$ cat config.mk
export PLATFORM = sky130hd
export DESIGN_NAME = c_input_conditioner_flat
export DESIGN_NICKNAME = d
export VERILOG_FILES = /design/src/rtl/c_input_conditioner_pkg.sv /design/src/rtl/c_input_conditioner_if.sv /design/src/rtl/c_input_conditioner_bit_sync.sv /design/src/rtl/c_input_conditioner.sv /design/src/flat_wrapper.sv
export SDC_FILE = /design/constraint.sdc
export NUM_CORES = 1
export LEC_CHECK = 0
export CAP_MARGIN = 10
export CELL_PAD_IN_SITES_DETAIL_PLACEMENT = 1
export CELL_PAD_IN_SITES_GLOBAL_PLACEMENT = 1
export CORE_UTILIZATION = 33
export CTS_BUF_LIST = sky130_fd_sc_hd__clkbuf_4 sky130_fd_sc_hd__clkbuf_8
export DETAILED_ROUTE_END_ITERATION = 10
export PLACE_DENSITY = 0.68
export SKIP_LAST_GASP = 1
export SLEW_MARGIN = 10
export SYNTH_ARGS = -nofsm -noshare
export SYNTH_HDL_FRONTEND = slang
export SYNTH_SLANG_ARGS = --single-unit
$ cat constraint.sdc
create_clock -name clk -period 2.1 [get_ports clk]
set_clock_uncertainty 0.15 [all_clocks]
set_input_delay 0.42 -clock clk [delete_from_list [all_inputs] [get_ports clk]]
set_output_delay 0.42 -clock clk [all_outputs]
set_load 0.02 [all_outputs]
$ cat src/rtl/c_input_conditioner_pkg.sv
// Shared types and default parameters for the C-input conditioner.
// Provides:
//   cond_state_t     - debounce FSM state (IDLE_LO, CHK_HI, IDLE_HI, CHK_LO).
//   SYNC_STAGES_DEF  - default synchronizer depth.
//   DB_CYCLES_DEF    - default number of equal samples needed to commit a level.
package c_cond_pkg;

    typedef enum logic [1:0] {
        IDLE_LO = 2'b00,
        CHK_HI  = 2'b01,
        IDLE_HI = 2'b11,
        CHK_LO  = 2'b10
    } cond_state_t;

    localparam int unsigned SYNC_STAGES_DEF = 2;
    localparam int unsigned DB_CYCLES_DEF   = 4;

endpackage

$ cat src/rtl/c_input_conditioner_if.sv
// Signal bundle between the raw-input source and the conditioner.
//   din        raw asynchronous input (source -> conditioner)
//   c_level    debounced level, feeds the downstream FSM C input
//   c_rise     one-cycle pulse on a committed 0->1 transition
//   c_fall     one-cycle pulse on a committed 1->0 transition
//   busy       high while a candidate transition is being qualified
//   glitch_cnt saturating abort counter (only with C_INPUT_CONDITIONER_GLITCH_CNT_EN)
// Modports: master = source/consumer side, slave = conditioner.
interface c_input_conditioner_if;

    logic       din;
    logic       c_level;
    logic       c_rise;
    logic       c_fall;
    logic       busy;
`ifdef C_INPUT_CONDITIONER_GLITCH_CNT_EN
    logic [7:0] glitch_cnt;

    modport master (output din, input c_level, input c_rise, input c_fall,
                    input busy, input glitch_cnt);
    modport slave  (input din, output c_level, output c_rise, output c_fall,
                    output busy, output glitch_cnt);
`else
    modport master (output din, input c_level, input c_rise, input c_fall,
                    input busy);
    modport slave  (input din, output c_level, output c_rise, output c_fall,
                    output busy);
`endif

endinterface

$ cat src/rtl/c_input_conditioner_bit_sync.sv
// N-flop single-bit synchronizer with asynchronous active-low reset to 0.
//   clk   clock, rising edge
//   rst_n asynchronous active-low reset
//   d     asynchronous input
//   q     synchronized output (last stage of the chain)
module bit_sync #(
    parameter int unsigned N = 2
) (
    input  logic clk,
    input  logic rst_n,
    input  logic d,
    output logic q
);

    logic [N-1:0] chain;

    always_ff @(posedge clk or negedge rst_n) begin
        if (!rst_n) begin
            chain <= '0;
        end else begin
            chain <= {chain[N-2:0], d};
        end
    end

    assign q = chain[N-1];

endmodule

$ cat src/rtl/c_input_conditioner.sv
// Input conditioner: synchronizes and debounces a raw input into a clean
// level c_level with one-cycle c_rise/c_fall pulses and a busy flag.
// Ports:
//   clk   clock, rising edge
//   rst_n asynchronous active-low reset
//   bus   c_input_conditioner_if.slave (din in; c_level, c_rise, c_fall,
//         busy and optional glitch_cnt out)
// Optional feature: define C_INPUT_CONDITIONER_GLITCH_CNT_EN to add the
// saturating 8-bit glitch_cnt output counting aborted qualifications.
module c_input_conditioner
    import c_cond_pkg::*;
#(
    parameter int unsigned SYNC_STAGES = SYNC_STAGES_DEF,
    parameter int unsigned DB_CYCLES   = DB_CYCLES_DEF
) (
    input  logic                      clk,
    input  logic                      rst_n,
    c_input_conditioner_if.slave      bus
);

    localparam int unsigned CNT_W = $clog2(DB_CYCLES) + 1;
    localparam logic [CNT_W-1:0] CNT_LAST = CNT_W'(DB_CYCLES - 1);

    logic             s;
    cond_state_t      state;
    logic [CNT_W-1:0] cnt;
    logic             level_q;
    logic             rise_q;
    logic             fall_q;
    logic             busy_q;
`ifdef C_INPUT_CONDITIONER_GLITCH_CNT_EN
    logic [7:0]       glitch_q;
`endif

    bit_sync #(.N(SYNC_STAGES)) u_sync (
        .clk   (clk),
        .rst_n (rst_n),
        .d     (bus.din),
        .q     (s)
    );

    always_ff @(posedge clk or negedge rst_n) begin
        if (!rst_n) begin
            state    <= IDLE_LO;
            cnt      <= '0;
            level_q  <= 1'b0;
            rise_q   <= 1'b0;
            fall_q   <= 1'b0;
            busy_q   <= 1'b0;
`ifdef C_INPUT_CONDITIONER_GLITCH_CNT_EN
            glitch_q <= '0;
`endif
        end else begin
            // Pulses only survive the cycle in which a commit happens.
            rise_q <= 1'b0;
            fall_q <= 1'b0;
            case (state)
                IDLE_LO: begin
                    if (s) begin
                        state  <= CHK_HI;
                        cnt    <= CNT_W'(1);
                        busy_q <= 1'b1;
                    end
                end
                CHK_HI: begin
                    if (s) begin
                        if (cnt == CNT_LAST) begin
                            state   <= IDLE_HI;
                            level_q <= 1'b1;
                            rise_q  <= 1'b1;
                            busy_q  <= 1'b0;
                            cnt     <= '0;
                        end else begin
                            cnt <= cnt + CNT_W'(1);
                        end
                    end else begin
                        state  <= IDLE_LO;
                        cnt    <= '0;
                        busy_q <= 1'b0;
`ifdef C_INPUT_CONDITIONER_GLITCH_CNT_EN
                        if (glitch_q != 8'hFF) glitch_q <= glitch_q + 8'd1;
`endif
                    end
                end
                IDLE_HI: begin
                    if (!s) begin
                        state  <= CHK_LO;
                        cnt    <= CNT_W'(1);
                        busy_q <= 1'b1;
                    end
                end
                CHK_LO: begin
                    if (!s) begin
                        if (cnt == CNT_LAST) begin
                            state   <= IDLE_LO;
                            level_q <= 1'b0;
                            fall_q  <= 1'b1;
                            busy_q  <= 1'b0;
                            cnt     <= '0;
                        end else begin
                            cnt <= cnt + CNT_W'(1);
                        end
                    end else begin
                        state  <= IDLE_HI;
                        cnt    <= '0;
                        busy_q <= 1'b0;
`ifdef C_INPUT_CONDITIONER_GLITCH_CNT_EN
                        if (glitch_q != 8'hFF) glitch_q <= glitch_q + 8'd1;
`endif
                    end
                end
                default: begin
                    state  <= IDLE_LO;
                    cnt    <= '0;
                    busy_q <= 1'b0;
                end
            endcase
        end
    end

    assign bus.c_level    = level_q;
    assign bus.c_rise     = rise_q;
    assign bus.c_fall     = fall_q;
    assign bus.busy       = busy_q;
`ifdef C_INPUT_CONDITIONER_GLITCH_CNT_EN
    assign bus.glitch_cnt = glitch_q;
`endif

endmodule

$ cat src/flat_wrapper.sv
// flat-port wrapper written by rule: the top's interface ports become plain ports
module c_input_conditioner_flat import c_cond_pkg::*;
#(
    parameter int unsigned SYNC_STAGES = SYNC_STAGES_DEF,
    parameter int unsigned DB_CYCLES   = DB_CYCLES_DEF
)
  (clk, rst_n, bus_din, bus_c_level, bus_c_rise, bus_c_fall, bus_busy);
  c_input_conditioner_if bus_i ();
  input  logic clk;
  input  logic rst_n;
  input wire logic [$bits(bus_i.din)-1:0] bus_din;
  output wire logic [$bits(bus_i.c_level)-1:0] bus_c_level;
  output wire logic [$bits(bus_i.c_rise)-1:0] bus_c_rise;
  output wire logic [$bits(bus_i.c_fall)-1:0] bus_c_fall;
  output wire logic [$bits(bus_i.busy)-1:0] bus_busy;
  assign bus_i.din = bus_din;
  assign bus_c_level = bus_i.c_level;
  assign bus_c_rise = bus_i.c_rise;
  assign bus_c_fall = bus_i.c_fall;
  assign bus_busy = bus_i.busy;
  c_input_conditioner #(.SYNC_STAGES(SYNC_STAGES), .DB_CYCLES(DB_CYCLES)) u_core (.clk(clk), .rst_n(rst_n), .bus(bus_i));
endmodule
# [After elaboration in Yosys (flattened, before gate mapping)]
# Index checks and enable logic that the tools add are counted.
[classes] add_sub_neg=1 n_eq_ne=12 mux=29 n_reduce_logical=5
[op_table] cell="3-bit 2-to-1 mux" count=5
[op_table] cell="1-bit 2-to-1 mux" count=14
[op_table] cell="2-bit 2-to-1 mux" count=6
[op_table] cell="3-bit one-hot mux with 4 select lines" count=1
[op_table] cell="2-bit inequality test, second input constant" count=4
[op_table] cell="2-bit one-hot mux with 4 select lines" count=1
[op_table] cell="3-bit by 2-bit inequality test with 1-bit output, second input constant" count=2
[op_table] cell="5-bit AND reduction" count=1
[op_table] cell="2-bit equality test, second input constant" count=2
[op_table] cell="2-bit by 1-bit inequality test with 1-bit output, second input constant" count=2
[op_table] cell="1-bit one-hot mux with 4 select lines" count=1
[op_table] cell="4-bit AND reduction" count=1
[op_table] cell="3-bit by 1-bit adder with 3-bit output, second input constant" count=1
[op_table] cell="3-bit by 2-bit equality test with 1-bit output, second input constant" count=1
[op_table] cell="2-bit by 1-bit equality test with 1-bit output, second input constant" count=1
[op_table] cell="2-bit logical NOT" count=1
[op_table] cell="1-bit one-hot mux with 2 select lines" count=1
[op_table] cell="2-bit AND reduction" count=1
[op_table] cell="2-bit nonzero test" count=1
[totals] register_bits=11 in_bits=3 out_inout_bits=4 wordCells=54

# [Depth between registers and ports, before layout]
# Gate-level depths: netlist of the first run.
[depth] depth_word=4 mapped_depth=5 mapped_depth_nobuf=5

# [Modules after synthesis]
# A second synthesis of the first run with hierarchy kept.
[unflattened] hier_cells=47 area_unflattened_um2=564.3
[modules_own_cells] mod="c_input_conditioner" n_inst=1 cells_per_inst=45 area_per_inst_um2=514.2 seq_area_each_um2=225.2
[modules_own_cells] mod="bit_sync" n_inst=1 cells_per_inst=2 area_per_inst_um2=50.0 seq_area_each_um2=50.0

# [Worst setup path after synthesis of the first run]
# Ideal clock, no wire load.
[synth_timing] path_type="reg2reg" start="reg u_core.state[0]" end="reg u_core.state[1]" setup_ns=0.125 arrival_ns=1.426 required_time_ns=1.825 setup_slack_ns=0.399 stages_incl_launch_ff=6 n_path_buf=0 period_less_slack_ns=1.701 path_cell_list="dfrtp_1 inv_1 ha_1 mux2_4 a21oi_4 mux2_4"
[synth_via] elab_chain_len=3 elab_cells_between_ends=10 cone_classes="eq/ne: 7; mux: 1; reduce/logical: 2"
[synth_rtl] item="from (decl)" line_no="c_input_conditioner.sv:25" rtl="cond_state_t state;"
[synth_rtl] item="from (signal assigned)" line_no="c_input_conditioner.sv:44" rtl="state <= IDLE_LO;"
[synth_rtl] item="from (signal assigned)" line_no="c_input_conditioner.sv:60" rtl="state <= CHK_HI;"
[synth_rtl] item="from (signal assigned)" line_no="c_input_conditioner.sv:68" rtl="state <= IDLE_HI;"
[synth_rtl] item="2-bit by 1-bit equality test with 1-bit output, or another cell as far along" line_no="c_input_conditioner.sv:57" rtl="case (state)"
[synth_rtl] item="3-bit by 2-bit inequality test with 1-bit output (no source line) or 2-bit inequality test (tied branches)"
[synth_rtl] item="4-bit AND reduction (no source line)"
# Parallel ways exist; a longest one is shown, timed or not.
# A chain may end at the register's enable or synchronous reset.

# [Worst setup path in the final report of the first run]
# Same ends and word-level chain as after synthesis.

==> run metrics, run 1 <==
main area contributors after synthesis=dfrtp_1, ha_1, mux2_4; reg2reg start=u_core.state[0]$_DFFE_PN0P_; Worst EP required=2110 ps; Leak=0.3091 nW; critical path's slowest cell=dfrtp_1; initial antenna violation count=0; CP Max Fanout=4; core area=1559 um^2; CP Launch Type=flip-flop; GR Util All Layers=13.57%; non-filler cells, final=74; GR Util met2=21.19%; Root Buffer=clkbuf_4; Rel. slew slack=65.73%; Post-Synthesis Cell Area=573.1 um^2; worst slew pin tran=512.4 ps; share of the synthesized area in the top cell type=48.03%; area delta synth->final=17.25%; clock sinks=11; final hold slack=201.4 ps; Starting Density=36.76%; Die Area=1907 um^2; chip width=43.67 um; worst hold start=u_core.u_sync.chain[0]$_DFF_PN0_; ANT cells=0; met3 Usage GRT=2.500%; MaxCap Viol Count=0; delay of the slowest cell on the worst path=380 ps; worst-case clock buffer depth=2; Tot Pwr=0.0008997 W; via/cell ratio=5.041; Synth cell types=18; CP Class=reg -> reg; postcts setup bufs=0; vias in the first global route=422; drt pass-1 iters=4; arrival time worst endpoint=1820 ps; worst-skew pair later-pin latency=270 ps; total number of vias=373; largest area contributor in the netlist=dfrtp_1; Hold Path Class=reg -> reg; Final setup viols=0; Syn Area/Cell=11.69 um^2; chip height=43.67 um; Worst path top cell family by delay=multiplexers; num rows=14; Nets=68; cell count after synthesis=49; status=finished, final reports clean; Setup Total Neg Slack=0 ps; total gr overflow=0; Synth Flop Type=dfrtp_1; PwrDens=1339 nW/um^2; largest net degree at the start of global routing=12; worst ir drop on vdd=0.0005306 V; Synth Register Bits=11; FF-to-FF setup slack=290 ps; Period minus WS final=1807 ps; GR Layer Usage met1=16.05%; # placed instances=70; most used cell, CP=mux2_4; Syn Nets=58; htree depth=1; Final Max Slew Viols=0; Total Wirelength=953 um; Port Buf Inserts=6; async set-reset flop share out of synthesis=100.0%; cts hold-fix bufs=0; clock-pin slew on the worst setup and hold paths=80 ps; Hold Fails Final Rpt=0; number of synthesized flops with an enable pin=0; f_max=553.3 MHz; CTS Buf Count=3; antenna viol nets, final=0; RSZ-0062 raised after global routing=no; grt peak-use layer=met2; most frequent cells after synthesis=dfrtp_1, ha_1, nor2_1; fraction of layout cells with a size suffix above 1=13.79%; fin util=43.10%; sequential share of the synthesized area=48.03%; count leader, synth=dfrtp_1; crit share post-route=86.06%; wire per inst=12.88 um; WP buf/inv=1; global-route wire length before repair=1814 um; DP HPWL=726.4 um; Ports=7; DRC errors left=0; Iteration-0 DRC Markers=4; CTS resizes=0; Yosys Warn Count=0; CP endpoint kind=flip-flop; gp weighted congestion=0.6631; TritonCTS clock tree=done; Worst Setup SP=u_core.state[0]$_DFFE_PN0P_; crit-path cells=inv_1 -> ha_1 -> mux2_4 -> a21oi_4 -> mux2_4
logic make-up (layout without fill, tap and decap cells):
group,after synthesis,after routing,synth area share (%)
adder cells (fa/ha/maj),6,6,13.10
buffers and inverters,4,13,3.930
multiplexers,5,5,11.35
AO/OA/AOI/OAI,9,9,10.70
AND/OR/NAND/NOR,14,14,12.88
flip-flops,11,11,48.03
layout by cell type, fill, tap and decap left out:
cell type	instances
inv_1	3
o21ai_0	3
a21oi_4	1
dfrtp_1	11
clkdlybuf4s50_1	6
nand2_1	3
clkbuf_4	4
a21boi_0	1
ha_1	6
nor4bb_1	1
a21oi_1	2
mux2_4	3
nand3b_1	3
mux2i_1	2
o22ai_1	1
nand2b_1	1
a31oi_1	1
nor2_1	5
nand3_1	1
state kept, by name (all words and copies together), names as in the netlist:
register / count
u_core.bus.busy: 1
u_core.bus.c_fall: 1
u_core.bus.c_level: 1
u_core.bus.c_rise: 1
u_core.cnt: 3
u_core.state: 2
u_core.u_sync.chain: 2
worst register-to-register path: stages (launching register included):
cell and delay, ps:
dfrtp_1 380, inv_1 100, ha_1 240, mux2_4 310, a21oi_4 200, mux2_4 320
area by class of cell:
class | count | area, um^2
Fill cell | 179 | 887.1
Tap cell | 16 | 20.02
Inverter | 3 | 11.26
Multi-Input combinational cell | 34 | 275.3
Timing Repair Buffer | 6 | 60.06
Sequential cell | 11 | 275.3
Clock buffer | 4 | 30.03
power by group:
group	internal [W]	total [W]	switching (W)	leakage [nW]
sequential	0.000267	0.000305	0.0000384	0.135
combinational	0.000207	0.000435	0.000227	0.156
clock	0.0000864	0.000160	0.0000734	0.0184
routing by layer:
metal  routed length (um)  share of wire, %  vias to the layer above
met3                   21               2.2                        4
met5                    0                 0                        -
met2                  451                47                        5
met4                   26               2.7                        0
li1                     -                 -                      188
met1                  453                48                      176
path summary, 6_finish.rpt:
path	to	cells past startpoint
hold / removal	u_core.u_sync.chain[1]$_DFF_PN0_	0
min in group asynchronous	u_core.state[1]$_DFFE_PN0P_	1
setup reg to reg	u_core.state[1]$_DFFE_PN0P_	5
hold reg to reg	u_core.u_sync.chain[1]$_DFF_PN0_	0
setup / recovery	u_core.state[1]$_DFFE_PN0P_	5
max in group asynchronous	u_core.bus.c_rise$_DFF_PN0_	1
through the flow:
| step | area [um^2] | worst slack (ps) |
|---|---|---|
| 2_1_floorplan | 573.1 | 399.3 |
| 3_3_place_gp | 641.9 | 317.0 |
| 3_5_place_dp | 641.9 | 291.1 |
| 4_1_cts | 671.9 | 275.5 |
| 5_1_grt | 671.9 | 243.3 |
| 6_report | 671.9 | 292.7 |
Note: power is estimated with default switching activity, not from simulation.
==> run 2: changes to the inputs <==
--- a/config.mk
+++ b/config.mk
@@ -16,4 +16,5 @@
 export SLEW_MARGIN = 10
 export SYNTH_ARGS = -nofsm -noshare
 export SYNTH_HDL_FRONTEND = slang
+export SYNTH_HIERARCHICAL = 1
 export SYNTH_SLANG_ARGS = --single-unit
==> run 2 against run 1 <==
Net effect:
- non-clock buffer count unchanged
- critical path type unchanged
- global-route usage down 0.13 points
- critical endpoint is now u_core/state[1]$_DFFE_PN0P_
- the run now ends with design-rule violations left
- setup slack worse by 2.1 ps
- area after synthesis down 1.5%
- worst hold slack better by 2.8 ps
- die area down 1.5%
- cell count down 2.7%
==> run metrics, run 2 <==
Rel. slew slack=65.20% (-0.53 points); clock sinks=11 (unchanged); wire per inst=13.64 um (+5.9%); Syn Nets=56 (-3.4%); count leader, synth=dfrtp_1; Worst EP required=2110 ps (about the same); max FFs per register=3 (unchanged); # placed instances=68 (-2.9%); initial antenna violation count=0 (unchanged); total gr overflow=0 (unchanged); worst setup path endpoint=u_core/state[1]$_DFFE_PN0P_; arrival time worst endpoint=1820 ps (about the same); Die Area=1879 um^2 (-1.5%); total number of vias=370 (-0.80%); Leak=0.3065 nW (-0.81%); Hold Fails Final Rpt=0 (unchanged); FF-to-FF setup slack=290 ps (about the same); Iteration-0 DRC Markers=3 (-1); Ports=7 (unchanged); MaxCap Viol Count=0 (unchanged); Setup Total Neg Slack=0 ps (unchanged); area delta synth->final=17.52%; CP endpoint kind=flip-flop; Root Buffer=clkbuf_4; Top reg by flops=u_core/cnt; DP HPWL=734.7 um (+1.1%); status=finished, violations left; final hold slack=204.2 ps (+2.848 ps); postcts setup bufs=0 (unchanged); chip width=43.35 um (-0.73%); largest registers=u_core/cnt: 3 flops, u_core/state: 2 flops, u_core/u_sync/chain: 2 flops; GR Util All Layers=13.43% (-0.13 points); CP Class=reg -> reg; cts hold-fix bufs=0 (unchanged); CTS resizes=0 (unchanged); fin util=42.54% (-0.56 points); worst-case clock buffer depth=2 (unchanged); ANT cells=0 (unchanged); Starting Density=36.20% (-0.56 points); reg2reg start=u_core/state[1]$_DFFE_PN0P_; global-route wire length before repair=1704 um (-6.1%); Worst Setup SP=u_core/state[1]$_DFFE_PN0P_; Synth Register Bits=11 (unchanged); gp weighted congestion=0.6809 (+2.7%); Total Wirelength=982 um (+3.0%); worst-skew pair later-pin latency=270 ps (about the same); Nets=66 (-2.9%); Port Buf Inserts=6 (unchanged); largest net degree at the start of global routing=12 (unchanged); violated checks=design-rule violations; share of the synthesized area in the top cell type=48.78% (+0.75 points); Synth Flop Type=dfrtp_1; Post-Synthesis Cell Area=564.3 um^2 (-1.5%); main area contributors after synthesis=dfrtp_1, ha_1, mux2_4; fraction of layout cells with a size suffix above 1=14.29% (+0.49 points); Syn Area/Cell=12.01 um^2 (+2.7%); drt pass-1 iters=7 (+3); DRC errors left=2 (+2); Period minus WS final=1809 ps (+2.147 ps); clock-pin slew on the worst setup and hold paths=70 ps (about the same); RSZ-0062 raised after global routing=no; filler instances=173 (-3.4%); Final Max Slew Viols=0 (unchanged); worst r2r path cells=5 (unchanged); num rows=14 (unchanged); Synth cell types=20 (+2); f_max=552.6 MHz (-0.12%); via/cell ratio=5.139 (+2.0%); number of synthesized flops with an enable pin=0 (unchanged); TritonCTS clock tree=done; Hold Path Class=reg -> reg; antenna viol nets, final=0 (unchanged); non-filler cells, final=72 (-2.7%); most frequent cells after synthesis=dfrtp_1, ha_1, inv_1, nor2_1, mux2_4; crit share post-route=86.17% (+0.10 points); cell count after synthesis=47 (-4.1%); most frequent cells in the layout=dfrtp_1, clkdlybuf4s50_1, ha_1; CP Max Fanout=4 (unchanged); Final setup viols=0 (unchanged); worst ir drop on vdd=0.0006582 V (+24%); async set-reset flop share out of synthesis=100.0% (unchanged); CP Launch Type=flip-flop; worst slew pin tran=520.3 ps (+7.932 ps); most common cell after layout, fill and taps aside=dfrtp_1; htree depth=1 (unchanged); sequential share of the synthesized area=48.78% (+0.75 points); chip height=43.35 um (-0.73%); largest area contributor in the netlist=dfrtp_1; capturing point of the worst reg2reg path=u_core/state[1]$_DFFE_PN0P_; CTS Buf Count=3 (unchanged); vias in the first global route=388 (-8.1%); PwrDens=1438 nW/um^2 (+7.4%); Yosys Warn Count=6 (+6); core area=1559 um^2 (unchanged)
[run 2: worst min path at each step]
| stage | startpoint | end | slack (ps) | cells past startpoint |
|---|---|---|---|---|
| 6_report | u_core/u_sync/chain[0]$_DFF_PN0_ | u_core/u_sync/chain[1]$_DFF_PN0_ | 200 | 0 |
| 5_1_grt | u_core/u_sync/chain[0]$_DFF_PN0_ | u_core/u_sync/chain[1]$_DFF_PN0_ | 210 | 0 |
| 4_1_cts | u_core/u_sync/chain[0]$_DFF_PN0_ | u_core/u_sync/chain[1]$_DFF_PN0_ | 210 | 0 |
| 3_5_place_dp | u_core/u_sync/chain[0]$_DFF_PN0_ | u_core/u_sync/chain[1]$_DFF_PN0_ | 190 | 0 |
| 3_3_place_gp | u_core/u_sync/chain[0]$_DFF_PN0_ | u_core/u_sync/chain[1]$_DFF_PN0_ | 190 | 0 |
| 2_1_floorplan | rst_n | u_core/bus.busy$_DFFE_PN0P_ | -30 | 0 |
[run 2: through the flow]
step                cell area [um^2]   power, W  worst slack [ps]
CTS                            663.1  0.0009726             281.2
global route                   663.1   0.001034             213.0
detailed placement             633.1  0.0008058             296.9
floorplan                      564.3  0.0006732             399.8
finish                         663.1  0.0009538             290.5
global placement               633.1  0.0007861             324.6
[run 2: layout make-up]
| class | instances | area [um^2] | area share (%) |
|---|---|---|---|
| Inverter | 4 | 15.01 | 2.264 |
| Timing Repair Buffer | 6 | 60.06 | 9.057 |
| Multi-Input combinational cell | 31 | 262.8 | 39.62 |
| Sequential cell | 11 | 275.3 | 41.51 |
| Clock buffer | 4 | 30.03 | 4.528 |
| Tap cell | 16 | 20.02 | 3.019 |
[run 2: cells by family after synthesis]
| kind of cell | Yosys count | share of synthesized area (%) |
|---|---|---|
| buffers and inverters | 5 | 4.655 |
| muxes | 5 | 11.53 |
| adders and majority gates | 6 | 13.30 |
| AOI/OAI and AO/OA | 9 | 11.98 |
| and+or+nand+nor | 11 | 9.756 |
| DFF | 11 | 48.78 |
[run 2: where the power goes]
group / leakage, nW / total [W] / internal, W / switching, W
combinational: 0.150 / 0.000479 / 0.000223 / 0.000256
sequential: 0.139 / 0.000319 / 0.000275 / 0.0000437
clock: 0.0184 / 0.000156 / 0.0000865 / 0.0000700
[run 2: per-layer routing]
layer / GRT usage [%] / routed length, um / vias up
met1: 15.24 / 483 / 180
met2: 20.00 / 434 / 6
met4: 7.500 / 19 / 0
met5: 0 / 0 / -
li1: - / - / 179
met3: 7.500 / 44 / 5
[run 2: worst max-delay path, cell delays in order (launching register included)]
cell and delay [ps]:
dfrtp_1 410, inv_1 100, ha_1 230, mux2_4 300, a21oi_4 190, mux2_4 310
==> run 3: changes to the inputs <==
--- a/config.mk
+++ b/config.mk
@@ -16,5 +16,4 @@
 export SLEW_MARGIN = 10
 export SYNTH_ARGS = -nofsm -noshare
 export SYNTH_HDL_FRONTEND = slang
-export SYNTH_HIERARCHICAL = 1
 export SYNTH_SLANG_ARGS = --single-unit
==> results of run 3 <==
The final DEF is identical to that of run 1; final timing and power are the same.
